File: src/rtl/rk_kbd_pkg.sv
// Shared types and constants for the PS/2-to-key-matrix emulator.
// Keymap ROM word layout (LSB first): row, col, modcode, hit.
package rk_kbd_pkg;

  typedef enum logic [2:0] {
    ST_IDLE,
    ST_PFX,
    ST_PAUSE,
    ST_LOOK,
    ST_APPLY
  } kbd_state_e;

  localparam logic [7:0] PS2_EXT   = 8'hE0;
  localparam logic [7:0] PS2_BRK   = 8'hF0;
  localparam logic [7:0] PS2_PAUSE = 8'hE1;
  localparam logic [7:0] PS2_BAT   = 8'hAA;
  localparam logic [7:0] PS2_ERR   = 8'hFC;
  localparam logic [7:0] PS2_NUL   = 8'h00;
  localparam logic [7:0] PS2_OVF   = 8'hFF;

  localparam int PAUSE_LEN = 7;
  localparam int SKIP_W    = 3;

  localparam int ROW_LSB = 0;

  function automatic int col_lsb(input int rw);
    return rw;
  endfunction

  function automatic int mod_lsb(input int rw, input int cw);
    return rw + cw;
  endfunction

  function automatic int hit_bit(input int rw, input int cw, input int mdw);
    return rw + cw + mdw;
  endfunction

  // Keyboard self-test/error bytes that mean "forget every held key".
  function automatic logic is_clear_byte(input logic [7:0] b);
    return (b == PS2_BAT) || (b == PS2_ERR) || (b == PS2_NUL) || (b == PS2_OVF);
  endfunction

endpackage

File: src/rtl/rk_kbd_prefix.sv
// PS/2 prefix assembler: folds E0/F0 into flags, swallows the E1 pause
// sequence, and sequences the one-cycle keymap lookup.
module rk_kbd_prefix
  import rk_kbd_pkg::*;
(
  input  logic       clk,
  input  logic       reset,
  input  logic [7:0] ps2_data,
  input  logic       ps2_valid,
  output logic       ext,
  output logic       brk,
  output logic [7:0] code,
  output logic       code_valid,
  output logic       clear_all,
  output logic       drop
);

  kbd_state_e        state_q, state_d;
  logic              ext_q, ext_d;
  logic              brk_q, brk_d;
  logic [SKIP_W-1:0] skip_q, skip_d;
  logic [7:0]        code_q, code_d;
  logic              code_ext_q, code_ext_d;
  logic              code_brk_q, code_brk_d;
  logic              drop_q;
  logic              busy;

  assign busy = (state_q == ST_LOOK) || (state_q == ST_APPLY);

  always_ff @(posedge clk or posedge reset) begin
    if (reset) begin
      state_q    <= ST_IDLE;
      ext_q      <= 1'b0;
      brk_q      <= 1'b0;
      skip_q     <= '0;
      code_q     <= '0;
      code_ext_q <= 1'b0;
      code_brk_q <= 1'b0;
      drop_q     <= 1'b0;
    end else begin
      // NOTE: state uses non-blocking assignments so every register samples
      // the pre-edge values, independent of statement order.
      state_q    <= state_d;
      ext_q      <= ext_d;
      brk_q      <= brk_d;
      skip_q     <= skip_d;
      code_q     <= code_d;
      code_ext_q <= code_ext_d;
      code_brk_q <= code_brk_d;
      drop_q     <= ps2_valid && busy;
    end
  end

  always_comb begin
    // NOTE: every output gets a default first so no path infers a latch.
    state_d    = state_q;
    ext_d      = ext_q;
    brk_d      = brk_q;
    skip_d     = skip_q;
    code_d     = code_q;
    code_ext_d = code_ext_q;
    code_brk_d = code_brk_q;
    clear_all  = 1'b0;
    code_valid = 1'b0;

    unique case (state_q)
      ST_IDLE, ST_PFX: begin
        if (ps2_valid) begin
          if (ps2_data == PS2_EXT) begin
            ext_d   = 1'b1;
            state_d = ST_PFX;
          end else if (ps2_data == PS2_BRK) begin
            brk_d   = 1'b1;
            state_d = ST_PFX;
          end else if ((ps2_data == PS2_PAUSE) && (state_q == ST_IDLE)) begin
            skip_d  = SKIP_W'(PAUSE_LEN);
            state_d = ST_PAUSE;
          end else if (is_clear_byte(ps2_data)) begin
            clear_all = 1'b1;
            ext_d     = 1'b0;
            brk_d     = 1'b0;
            state_d   = ST_IDLE;
          end else begin
            code_d     = ps2_data;
            code_ext_d = ext_q;
            code_brk_d = brk_q;
            state_d    = ST_LOOK;
          end
        end
      end
      ST_PAUSE: begin
        if (ps2_valid) begin
          if (skip_q <= SKIP_W'(1)) begin
            skip_d  = '0;
            state_d = ST_IDLE;
          end else begin
            skip_d = skip_q - SKIP_W'(1);
          end
        end
      end
      ST_LOOK: begin
        state_d = ST_APPLY;
      end
      ST_APPLY: begin
        code_valid = 1'b1;
        ext_d      = 1'b0;
        brk_d      = 1'b0;
        state_d    = ST_IDLE;
      end
      default: begin
        state_d = ST_IDLE;
      end
    endcase
  end

  assign ext  = code_ext_q;
  assign brk  = code_brk_q;
  assign code = code_q;
  assign drop = drop_q;

endmodule

File: src/rtl/rk_kbd_matrix.sv
// PS/2-to-key-matrix emulator: keymap ROM lookup, matrix and modifier
// registers, and the combinational column-select read mux.
module rk_kbd_matrix
  import rk_kbd_pkg::*;
#(
  parameter int  NCOLS      = 8,
  parameter int  NROWS      = 8,
  parameter int  NMOD       = 3,
  parameter bit  ACTIVE_LOW = 1'b0,
  localparam int CW         = $clog2(NCOLS),
  localparam int RW         = $clog2(NROWS),
  localparam int MDW        = $clog2(NMOD + 1),
  localparam int KW         = 1 + MDW + CW + RW
) (
  input  logic             clk,
  input  logic             reset,
  input  logic [7:0]       ps2_data,
  input  logic             ps2_valid,
  output logic [8:0]       rom_addr,
  input  logic [KW-1:0]    rom_data,
  input  logic [NCOLS-1:0] addr,
  output logic [NROWS-1:0] odata,
  output logic [NMOD-1:0]  mods,
  output logic             any_key,
  output logic             drop
);

  localparam int COL_LSB = col_lsb(RW);
  localparam int MOD_LSB = mod_lsb(RW, CW);
  localparam int HIT_BIT = hit_bit(RW, CW, MDW);

  logic             ext;
  logic             brk;
  logic [7:0]       code;
  logic             code_valid;
  logic             clear_all;

  logic             hit_f;
  logic [MDW-1:0]   mod_f;
  logic [CW-1:0]    col_f;
  logic [RW-1:0]    row_f;
  logic             key_hit;

  logic [NROWS-1:0] matrix [NCOLS];
  logic [NMOD-1:0]  mods_q;
  logic [NROWS-1:0] odata_raw;
  logic             any_raw;

  rk_kbd_prefix u_prefix (
    .clk        (clk),
    .reset      (reset),
    .ps2_data   (ps2_data),
    .ps2_valid  (ps2_valid),
    .ext        (ext),
    .brk        (brk),
    .code       (code),
    .code_valid (code_valid),
    .clear_all  (clear_all),
    .drop       (drop)
  );

  assign rom_addr = {ext, code};

  assign row_f = rom_data[ROW_LSB +: RW];
  assign col_f = rom_data[COL_LSB +: CW];
  assign mod_f = rom_data[MOD_LSB +: MDW];
  assign hit_f = rom_data[HIT_BIT];

  // Entries pointing outside the matrix are demoted to misses.
  assign key_hit = hit_f && (int'(col_f) < NCOLS) && (int'(row_f) < NROWS);

  always_ff @(posedge clk or posedge reset) begin
    if (reset) begin
      // NOTE: the matrix is a small register array, not RAM, so it is
      // cleared by the async reset along with the rest of the state.
      for (int i = 0; i < NCOLS; i++) matrix[i] <= '0;
      mods_q <= '0;
    end else if (clear_all) begin
      for (int i = 0; i < NCOLS; i++) matrix[i] <= '0;
      mods_q <= '0;
    end else if (code_valid) begin
      for (int i = 0; i < NCOLS; i++) begin
        for (int j = 0; j < NROWS; j++) begin
          if (key_hit && (col_f == CW'(i)) && (row_f == RW'(j))) begin
            matrix[i][j] <= ~brk;
          end
        end
      end
      // Modcodes above NMOD match no slot and are thereby ignored.
      for (int k = 0; k < NMOD; k++) begin
        if (mod_f == MDW'(k + 1)) mods_q[k] <= ~brk;
      end
    end
  end

  always_comb begin
    odata_raw = '0;
    any_raw   = 1'b0;
    for (int i = 0; i < NCOLS; i++) begin
      odata_raw = odata_raw | (matrix[i] & {NROWS{addr[i]}});
      any_raw   = any_raw | (|matrix[i]);
    end
  end

  assign odata   = odata_raw ^ {NROWS{ACTIVE_LOW}};
  assign mods    = mods_q ^ {NMOD{ACTIVE_LOW}};
  assign any_key = any_raw;

endmodule

File: config.mk
export PLATFORM = sky130hd
export DESIGN_NAME = rk_kbd_matrix
export DESIGN_NICKNAME = d
export VERILOG_FILES = /design/src/rtl/rk_kbd_pkg.sv /design/src/rtl/rk_kbd_prefix.sv /design/src/rtl/rk_kbd_matrix.sv
export SDC_FILE = /design/constraint.sdc
export NUM_CORES = 1
export LEC_CHECK = 0
export BUFFER_PORTS_ARGS = -buffer_cell sky130_fd_sc_hd__buf_4
export CORE_ASPECT_RATIO = 1.1
export CORE_MARGIN = 2
export CORE_UTILIZATION = 40
export DETAILED_ROUTE_END_ITERATION = 10
export GPL_ROUTABILITY_DRIVEN = 0
export SLEW_MARGIN = 20
export SYNTH_ARGS = -nofsm -noshare
export SYNTH_HDL_FRONTEND = slang
export SYNTH_SLANG_ARGS = --single-unit
File: constraint.sdc
create_clock -name clk -period 3.7 [get_ports clk]
set_input_delay 0.37 -clock clk [delete_from_list [all_inputs] [get_ports clk]]
set_output_delay 0.37 -clock clk [all_outputs]
set_load 0.005 [all_outputs]
# --- Word-level counts from Yosys, hierarchy flattened ---
# Cells that the tools add are included.
totals:
  reg_bits: 86
op_classes:
  add_sub_neg: 1
  magnitude_cmp: 1
  n_eq_ne: 38
  n_mux: 103
  bitwise_logic: 27
  n_reduce_logical: 233
ops:
  columns: ["operator", "n"]
  rows:
  - ["2-bit nonzero test", 70]
  - ["2-bit AND reduction", 67]
  - ["64-bit 2-to-1 mux", 2]
  - ["1-bit 2-to-1 mux", 82]
  - ["1-bit logical AND", 74]
  - ["8-bit AND", 8]
  - ["8-bit OR reduction", 8]
  - ["8-bit bitwise OR", 7]
  - ["8-bit == test (second input constant)", 6]
  - ["3-bit 2-to-1 mux", 14]
  - ["3-bit == test (second input constant)", 9]
  - ["3-bit by 2-bit == test with 1-bit output (second input constant)", 6]
  - ["6-bit AND reduction", 2]
  - ["5-bit AND reduction", 2]
  - ["3-bit by 1-bit == test with 1-bit output (second input constant)", 3]
  - ["3-bit zero test", 3]
  - ["3-bit by 2-bit != test with 1-bit output (second input constant)", 3]
  - ["3-bit case mux with 3 select lines", 1]
  - ["8-bit zero test", 1]
  - ["2-bit != test (second input constant)", 4]
  - ["1-bit bitwise OR", 7]
  - ["3-bit by 1-bit != test with 1-bit output (second input constant)", 2]
  - ["3-bit case mux with 2 select lines", 1]
  - ["1-bit NOT", 5]
  - ["10 further kinds", 16]

# --- Depth between registers and ports, before layout ---
# Gate-level depths: netlist (run 1).
depth:
  ltp_word: 12
  depth_mapped: 7
  depth_no_buf: 6

# --- Modules after synthesis ---
# A second synthesis (run 1) with hierarchy kept.
unflattened:
  cells_unflattened: 433
  area_unflattened_um2: 4729.5
by_module_without_submodules:
  columns: ["mod", "n_inst", "cells_per_inst", "area_each_um2", "seq_area_each_um2"]
  rows:
  - ["rk_kbd_matrix", 1, 337, 3688.5, 1676.6]
  - ["rk_kbd_prefix", 1, 96, 1041.0, 475.5]

# --- Least setup slack after synthesis (run 1) ---
# No wires, ideal clock.
synth_timing:
  path_type: "input to register"
  from: "in ps2_data[1]"
  to: "reg matrix[16] in the netlist's numbering"
  setup_time_ps: 147
  t_arrival_ps: 1641
  t_required_ps: 3553
  slack_ps: 1912
  cell_stages: 7
  path_cell_list: "or4_1 > nand2_1 > a21oi_2 > nor3_2 > buf_4 > buf_6 > a311oi_1"
synth_via:
  elab_chain_len: 12
  elab_cells_between_ends: 21
synth_rtl:
  columns: ["item", "line_no", "source"]
  rows:
  - ["from (decl)", "rk_kbd_matrix.sv:17", "input logic [7:0] ps2_data,"]
  - ["8-bit == test", "rk_kbd_pkg.sv:40", "return (b == PS2_BAT) || (b == PS2_ERR) || (b == PS2_NUL) || (b == PS2_OVF);"]
  - ["1-bit logical OR (3 in a row)", "rk_kbd_pkg.sv:40", null]
  - ["1-bit 2-to-1 mux", "rk_kbd_prefix.sv:78", "end else if (is_clear_byte(ps2_data)) begin"]
  - ["1-bit 2-to-1 mux", "rk_kbd_prefix.sv:75", "end else if ((ps2_data == PS2_PAUSE) && (state_q == ST_IDLE)) begin"]
  - ["1-bit 2-to-1 mux", "rk_kbd_prefix.sv:72", "end else if (ps2_data == PS2_BRK) begin"]
  - ["1-bit 2-to-1 mux *", "rk_kbd_prefix.sv:69", "if (ps2_data == PS2_EXT) begin"]
  - ["1-bit 2-to-1 mux *", "rk_kbd_prefix.sv:68", "if (ps2_valid) begin"]
  - ["1-bit 2-to-1 mux *", "rk_kbd_prefix.sv:66", "unique case (state_q)"]
  - ["2-bit nonzero test (no source line)", null, null]
  - ["2-bit AND reduction (no source line)", null, null]
  - ["to (signal, indexed assignment)", "rk_kbd_matrix.sv:85", "matrix[i][j] <= ~brk;"]
  - ["to (decl)", "rk_kbd_matrix.sv:44", "logic [NROWS-1:0] matrix [NCOLS];"]
# Mark *: on every way between the ends. The rest lies on a longest branch, timed or not.
# A chain may end at the register's enable or synchronous reset.

# --- Worst setup path in the final report (run 1) ---
layout_timing:
  from: "reg matrix[36] in the netlist's numbering"
  to: "out any_key"
layout_via:
  elab_chain_len: 6
layout_rtl:
  columns: ["item", "line_no", "source"]
  rows:
  - ["8-bit OR reduction", "rk_kbd_matrix.sv:101", "any_raw = any_raw | (|matrix[i]);"]
  - ["1-bit bitwise OR (5 in a row)", "rk_kbd_matrix.sv:101", null]
  - ["to (decl)", "rk_kbd_matrix.sv:24", "output logic any_key,"]
# No other way between the ends.

==> metrics.yaml, run 1 <==
outcome:
  outcome: "finished clean"
final_layout:
  nNetsFinal: 480
  final_common_cell: "dfrtp_1"
  syn2layout_area_growth_pct: 16.3
  n_fill_cell: 1054
  diodes: 0
  drive_gt1_share_pct: 19.6
  final_cell_mix: "dfrtp_1 (85), a21oi_1 (67), a311oi_1 (65)"
logic_synthesis:
  synth_edf_count: 0
  yosys_warnings: 0
  synth-simple-area-share_pct: 13.3
  syn-mean-instance-area_um2: 10.4
  synthXorXnorAreaFrac_pct: 0.199
  synth_compound_area_share_pct: 28.6
  synth_cells: 423
  synth_top_family_by_area: "compound AO/OA/AOI/OAI gates"
  synthMuxAreaShare_pct: 3.01
  ys_top_cells_by_area: "dfrtp_1 (49%), a311oi_1 (13%), a21oi_1 (7.6%), a22oi_1 (5.5%), nor4_1 (2.4%)"
  syn_area_um2: 4400
  synth_adder_area_share_pct: 0.569
  yosysTopAreaCell: "dfrtp_1"
  ys_async_sr_fraction_pct: 100
  synth-seq-cells: 86
  syn-num-nets: 453
  yosys.area.top_type_share_pct: 48.9
  ys.flop_type: "dfrtp_1"
  ys_seq_area_share_pct: 48.9
  synth_cell_type_count: 50
drt:
  viasPerCell: 6.43
  wl_per_cell_um: 20.8
  vias: 3869
  ant_nets: 0
  drc: 0
  detail_route.first_pass.iterations: 5
  routed_wl_mm: 12.5
  first_iter_violations: 297
timing:
  rsz0062_at_grt: "no"
  holdWs_ns: 0.0448
  period_minus_slack_ns: 2.43
  period_share_pct: 65.8
  tightest_slew_ns: 1.10
  drv_slew: 0
  fin_skew_ns: 0.00710
  relSlewSlack_pct: 26.2
  finalHoldViolCount: 0
  tns_ns: 0
  max_clock_freq_ghz: 0.411
  setup_viol_count_final: 0
worst_setup_path:
  r2r_setup_slack_ns: 1.47
  setup.worst_path.end: "any_key"
  startpoint: "matrix[36]$_DFFE_PP0P_"
  crit_type: "flip-flop to output pin"
  reg2reg_to: "matrix[9]$_DFFE_PP0P_"
  cp_num_cells: 4
  endpoint_kind: "output pin"
  crit_fanout: 3
  path_buf_inv: 1
  slowest_stage: "or4_1"
  required_ns: 3.33
  slowest_delay_ns: 0.56
  worstSetupStartpointType: "flip-flop"
  cp.arrival_ns: 2.06
  crit_family: "simple AND/OR/NAND/NOR gates"
  r2r-start: "u_prefix.state_q[0]$_DFFE_PP0P_"
  path_cells: "nor4_1, nand4_1, or4_1, buf_4"
  r2r_cells: 5
pwr:
  p_per_area_nw_per_um2: 572
  power_frac_comb_pct: 27.9
  leakage_nw: 2.05
  finalPower_mw: 2.93
  internal_power_mw: 2.01
  swShare_pct: 31.4
  irDropWorstVdd_uv: 345
  p_switching_mw: 0.919
  p_seq_share_pct: 43.1
  pwr-share-clk_pct: 29.1
global_route:
  grt_max_degree: 68
  first_global_vias: 3725
  antenna_found_initial: 0
  grt_overflow: 0
  grt_first_pass_wirelength_mm: 20.3
  grtUsageTotal_pct: 21.8
clocking:
  clkSlewWorstSetupHoldPaths_ns: 0.06
  numCtsBuffers: 9
  clkSinkCount: 86
  cts-htree-levels: 3
  cts_hold_buf: 0
  cts_buffer_depth: 2
  clk_latency_ns: 0.34
  ctsResizeCount: 0
  root_buffer: "clkbuf_16"
  post_cts_buffers: 0
  tritoncts: "yes"
worst_hold_path:
  hold_path_class: "input pin to asynchronous set/reset pin"
die:
  die_h_um: 114
  start_util_pct: 40.7
  die-width_um: 104
  core_um2: 10800
  io-pin-count: 50
  dieArea_um2: 11900
  rows: 40
placed_design:
  dp_hpwl_mm: 8.36
  io_buffer_count: 49
run:
  drv_cap: 0
## area by class of cell
cell class | count | area, µm² | area share, %
sequential | 86 | 2150 | 42.1
multi-input combinational | 289 | 2040 | 39.9
timing repair buffer | 58 | 435 | 8.51
clock buffer | 12 | 256 | 5.01
tap | 147 | 184 | 3.60
inverter | 6 | 23.8 | 0.465
clock inverter | 4 | 22.5 | 0.440
## metal layers
layer / up-vias / global-route usage, % / share of wire (%)
met2: 181 / 34.4 / 48
met1: 1895 / 29.7 / 43
met5: - / 0 / 0
met4: 0 / 11.1 / 2.7
li1: 1762 / - / -
met3: 31 / 3.03 / 6.4
## state kept, by name (all words and copies together), names as in the netlist
name / count
matrix: 64
u_prefix.code: 8
mods: 3
u_prefix.skip_q: 3
u_prefix.state_q: 3
u_prefix.brk: 1
u_prefix.brk_q: 1
u_prefix.drop: 1
u_prefix.ext: 1
u_prefix.ext_q: 1
## Yosys cell counts (all sizes together) (3+ instances only)
| master | n |
|---|---|
| nand2 | 10 |
| o21ai | 3 |
| nand2b | 4 |
| or3 | 3 |
| a22oi | 32 |
| nor4 | 17 |
| a21oi | 68 |
| nand3 | 4 |
| nor2 | 21 |
| inv | 6 |
| a311oi | 65 |
| nor3 | 6 |
| dfrtp | 86 |
| buf | 16 |
| nand4 | 14 |
| clkbuf | 26 |
| or4 | 3 |
| mux2 | 10 |
## worst min path at each step
stage / start / endpoint
after global placement: reset / mods[1]$_DFFE_PP0P_
final: reset / mods[0]$_DFFE_PP0P_
after CTS: reset / mods[1]$_DFFE_PP0P_
after detailed placement: reset / mods[0]$_DFFE_PP0P_
after global routing: reset / mods[0]$_DFFE_PP0P_
after floorplan: u_prefix.ext$_DFFE_PP0P_ / u_prefix.ext$_DFFE_PP0P_
## power by group through the flow
stage,combinational [mW],clock [mW],sequential (mW)
final,0.815,0.850,1.26
after global routing,0.909,0.898,1.28
after global placement,0.801,0,1.27
after floorplan,0.511,0,1.22
after CTS,0.815,0.867,1.26
after detailed placement,0.815,0,1.27
## cells by family (layout without fill, tap and decap cells)
| logic type | count (synthesis) | count (layout) |
|---|---|---|
| adders and majority gates | 2 | 2 |
| DFF | 86 | 86 |
| buffers and inverters | 48 | 80 |
| xor gates and xnor gates | 1 | 1 |
| AOI/OAI and AO/OA | 179 | 179 |
| and+or+nand+nor | 95 | 95 |
| muxes | 12 | 12 |
## stage by stage
step                      worst slack, ns  instances  utilization, %  instance area (µm²)
after floorplan                      1.11        423               -                 4400
after global placement               1.43        586            44.6                 4820
after global routing                 1.16        602            47.3                 5120
after detailed placement             1.40        586            44.6                 4820
final                                1.27        602            47.3                 5120
after CTS                            1.28        602            47.1                 5100
Note: power is estimated with default switching activity, not from simulation.
==> run 2, diff against run 1 <==
==> constraint.sdc (replaced) <==
create_clock -name clk -period 2.3 [get_ports clk]
set_input_delay 0.23 -clock clk [delete_from_list [all_inputs] [get_ports clk]]
set_output_delay 0.23 -clock clk [all_outputs]
set_load 0.005 [all_outputs]
==> run 2 against run 1 <==
Die area stayed put. Cell area increased by 3.4%. Sequential power grew 61%. Global-route usage increased by 0.28 points. Total power grew 68%. Core utilization grew 1.6 points. Combinational power grew 64%. Clock power rose by 81%. Via count increased by 3.1%. Critical path depth is the same. Critical endpoint unchanged. Largest cell class unchanged.
==> metrics.yaml, run 2 (synthesis gave the netlist of run 1 again) <==
outcome:
  outcome: "finished clean"
global_route:
  grt_max_degree: 73  # +7.4%
  grt_overflow: 0  # unchanged
  busiest_layer: "met2"
  grtUsageMet3_pct: 3.49  # +0.46 points
  first_global_vias: 3743  # +0.48%
  grt_util_met2_pct: 34.4  # -0.044 points
  antenna_found_initial: 0  # unchanged
  grt_first_pass_wirelength_mm: 20.6  # +1.6%
  use_met1_pct: 30.1  # +0.41 points
  grtUsageTotal_pct: 22.1  # +0.28 points
die:
  dieArea_um2: 11900  # unchanged
  core_um2: 10800  # unchanged
  die_h_um: 114  # unchanged
  io-pin-count: 50  # unchanged
  rows: 40  # unchanged
  die-width_um: 104  # unchanged
  start_util_pct: 40.7  # unchanged
clocking:
  clkSinkCount: 86  # unchanged
  clk_latency_ns: 0.35  # about the same
  cts_buffer_depth: 2  # unchanged
  numCtsBuffers: 9  # unchanged
  cts-htree-levels: 3  # unchanged
  clkSlewWorstSetupHoldPaths_ns: 0.06  # about the same
  tritoncts: "yes"
  root_buffer: "clkbuf_16"
  post_cts_buffers: 0  # unchanged
timing:
  tightest_slew_ns: 0.609  # -0.493 ns
  period_share_pct: 98.5
  holdWs_ns: 0.132  # +0.0869 ns
  tns_ns: 0  # unchanged
  rsz0062_at_grt: "no"
  period_minus_slack_ns: 2.26
  relSlewSlack_pct: 59.4  # +33 points
  setup_viol_count_final: 0  # unchanged
  fin_skew_ns: 0.00763  # +0.000533 ns
  max_clock_freq_ghz: 0.442
  finalHoldViolCount: 0  # unchanged
  drv_slew: 0  # unchanged
worst_setup_path:
  slowest_delay_ns: 0.57  # about the same
  crit_type: "flip-flop to output pin"
  worstSetupStartpointType: "flip-flop"
  endpoint_kind: "output pin"
  r2r_cells: 5  # unchanged
  cp.arrival_ns: 2.03  # -0.03 ns
  path_cells: "nor4_1, nand4_1, or4_1, buf_4"
  crit_fanout: 3  # unchanged
  slowest_stage: "or4_1"
  required_ns: 2.07  # -1.26 ns
final_layout:
  final_cell_mix: "dfrtp_1 (85), a21oi_1 (67), buf_4 (67)"
  top_register: "matrix"
  n_fill_cell: 1031  # -2.2%
  fin_area_um2: 5290  # +3.4%
  diodes: 0  # unchanged
  final_common_cell: "dfrtp_1"
  largest_reg_flops: 64  # unchanged
  nNetsFinal: 493  # +2.7%
  layout.area.seq_um2: 2150  # unchanged
  syn2layout_area_growth_pct: 20.3
  multi_input_area_um2: 2030  # -0.31%
  drive_gt1_share_pct: 21.6  # +2.0 points
placed_design:
  io_buffer_count: 49  # unchanged
  dp_hpwl_mm: 8.47  # +1.4%
  post_dp_cell_area_um2: 4940  # +2.6%
pwr:
  p_per_area_nw_per_um2: 927  # +62%
  leakage_nw: 2.14  # +4.4%
  irDropWorstVdd_uv: 466  # +35%
  finalPower_mw: 4.90  # +68%
drt:
  first_iter_violations: 379  # +28%
  vias: 3990  # +3.1%
  routed_wl_mm: 12.6  # +0.61%
  wl_per_cell_um: 20.5  # -1.5%
  viasPerCell: 6.49  # +0.95%
  drc: 0  # unchanged
  ant_nets: 0  # unchanged
  detail_route.first_pass.iterations: 5  # unchanged
run:
  drv_cap: 0  # unchanged
worst_hold_path:
  hold_path_class: "input pin to flip-flop"
  holdPathStages: 2
==> run 2: cell types whose count changed in the layout (fill, tap and decap cells not counted), moves of 2 or more <==
cell      before  now
buf_12         0    3
buf_4         58   67
clkinv_2       4    1
nor2_1        17   20
nor2_2         4    1
nor3_4         4    2
nor4_1        17   14
nor4_2         0    3
==> run 2: cell type report <==
class                   instances  area share, %
well taps                     147           3.48
repair buffers                 71           10.8
inverters                       6          0.497
clock inverters                 4          0.993
flip-flops and latches         86           40.7
clock buffers                  12           5.04
multi-input cells             289           38.5
==> run 2: where the power goes <==
| part | total, mW | internal, mW | leakage (nW) | switching [mW] |
|---|---|---|---|---|
| combinational | 1.34 | 0.689 | 0.823 | 0.648 |
| clock | 1.54 | 0.934 | 0.159 | 0.605 |
| sequential | 2.03 | 1.78 | 1.16 | 0.247 |
| total | 4.90 | 3.40 | 2.14 | 1.50 |
==> run 2: per-layer routing <==
metal | part of all wire [%] | up-vias
li1 | - | 1788
met1 | 42 | 1940
met2 | 47 | 216
met3 | 7.0 | 46
met4 | 3.8 | 0
met5 | 0 | -
==> run 2: worst max-delay path: cells and delay by family, from the launching register on <==
kind / cells / cell delay [ns]
buffers and inverters: 1 / 0.16
DFF: 1 / 0.41
and+or+nand+nor: 3 / 1.12
==> run 2: worst paths after layout <==
path	slack, ns	to	startpoint
worst max-delay path	0.04	any_key	matrix[28]$_DFFE_PP0P_
worst min-delay path	0.13	u_prefix.code[5]$_DFFE_PP0P_	ps2_data[5]
worst max register to register	0.28	u_prefix.code[6]$_DFFE_PP0P_	u_prefix.state_q[2]$_DFFE_PP0P_
worst min register to register	0.49	u_prefix.brk$_DFFE_PP0P_	u_prefix.brk_q$_DFFE_PP0P_
max in group asynchronous	1.18	u_prefix.brk$_DFFE_PP0P_	reset
min in group asynchronous	0.43	u_prefix.state_q[1]$_DFFE_PP0P_	reset
==> run 2: stage by stage <==
step	instances	util (%)	setup slack [ns]
2_1_floorplan	423	-	0.543
3_3_place_gp	598	45.7	0.297
3_5_place_dp	598	45.7	0.270
4_1_cts	615	48.8	0.0485
5_1_grt	615	48.9	0.0119
6_report	615	48.9	0.0355
==> run 2: timing repair <==
action,in CTS,in global routing
hold buffers,1,0
setup endpoints to repair,0,1
gates resized for setup,0,3
endpoints found under the hold margin,14,0
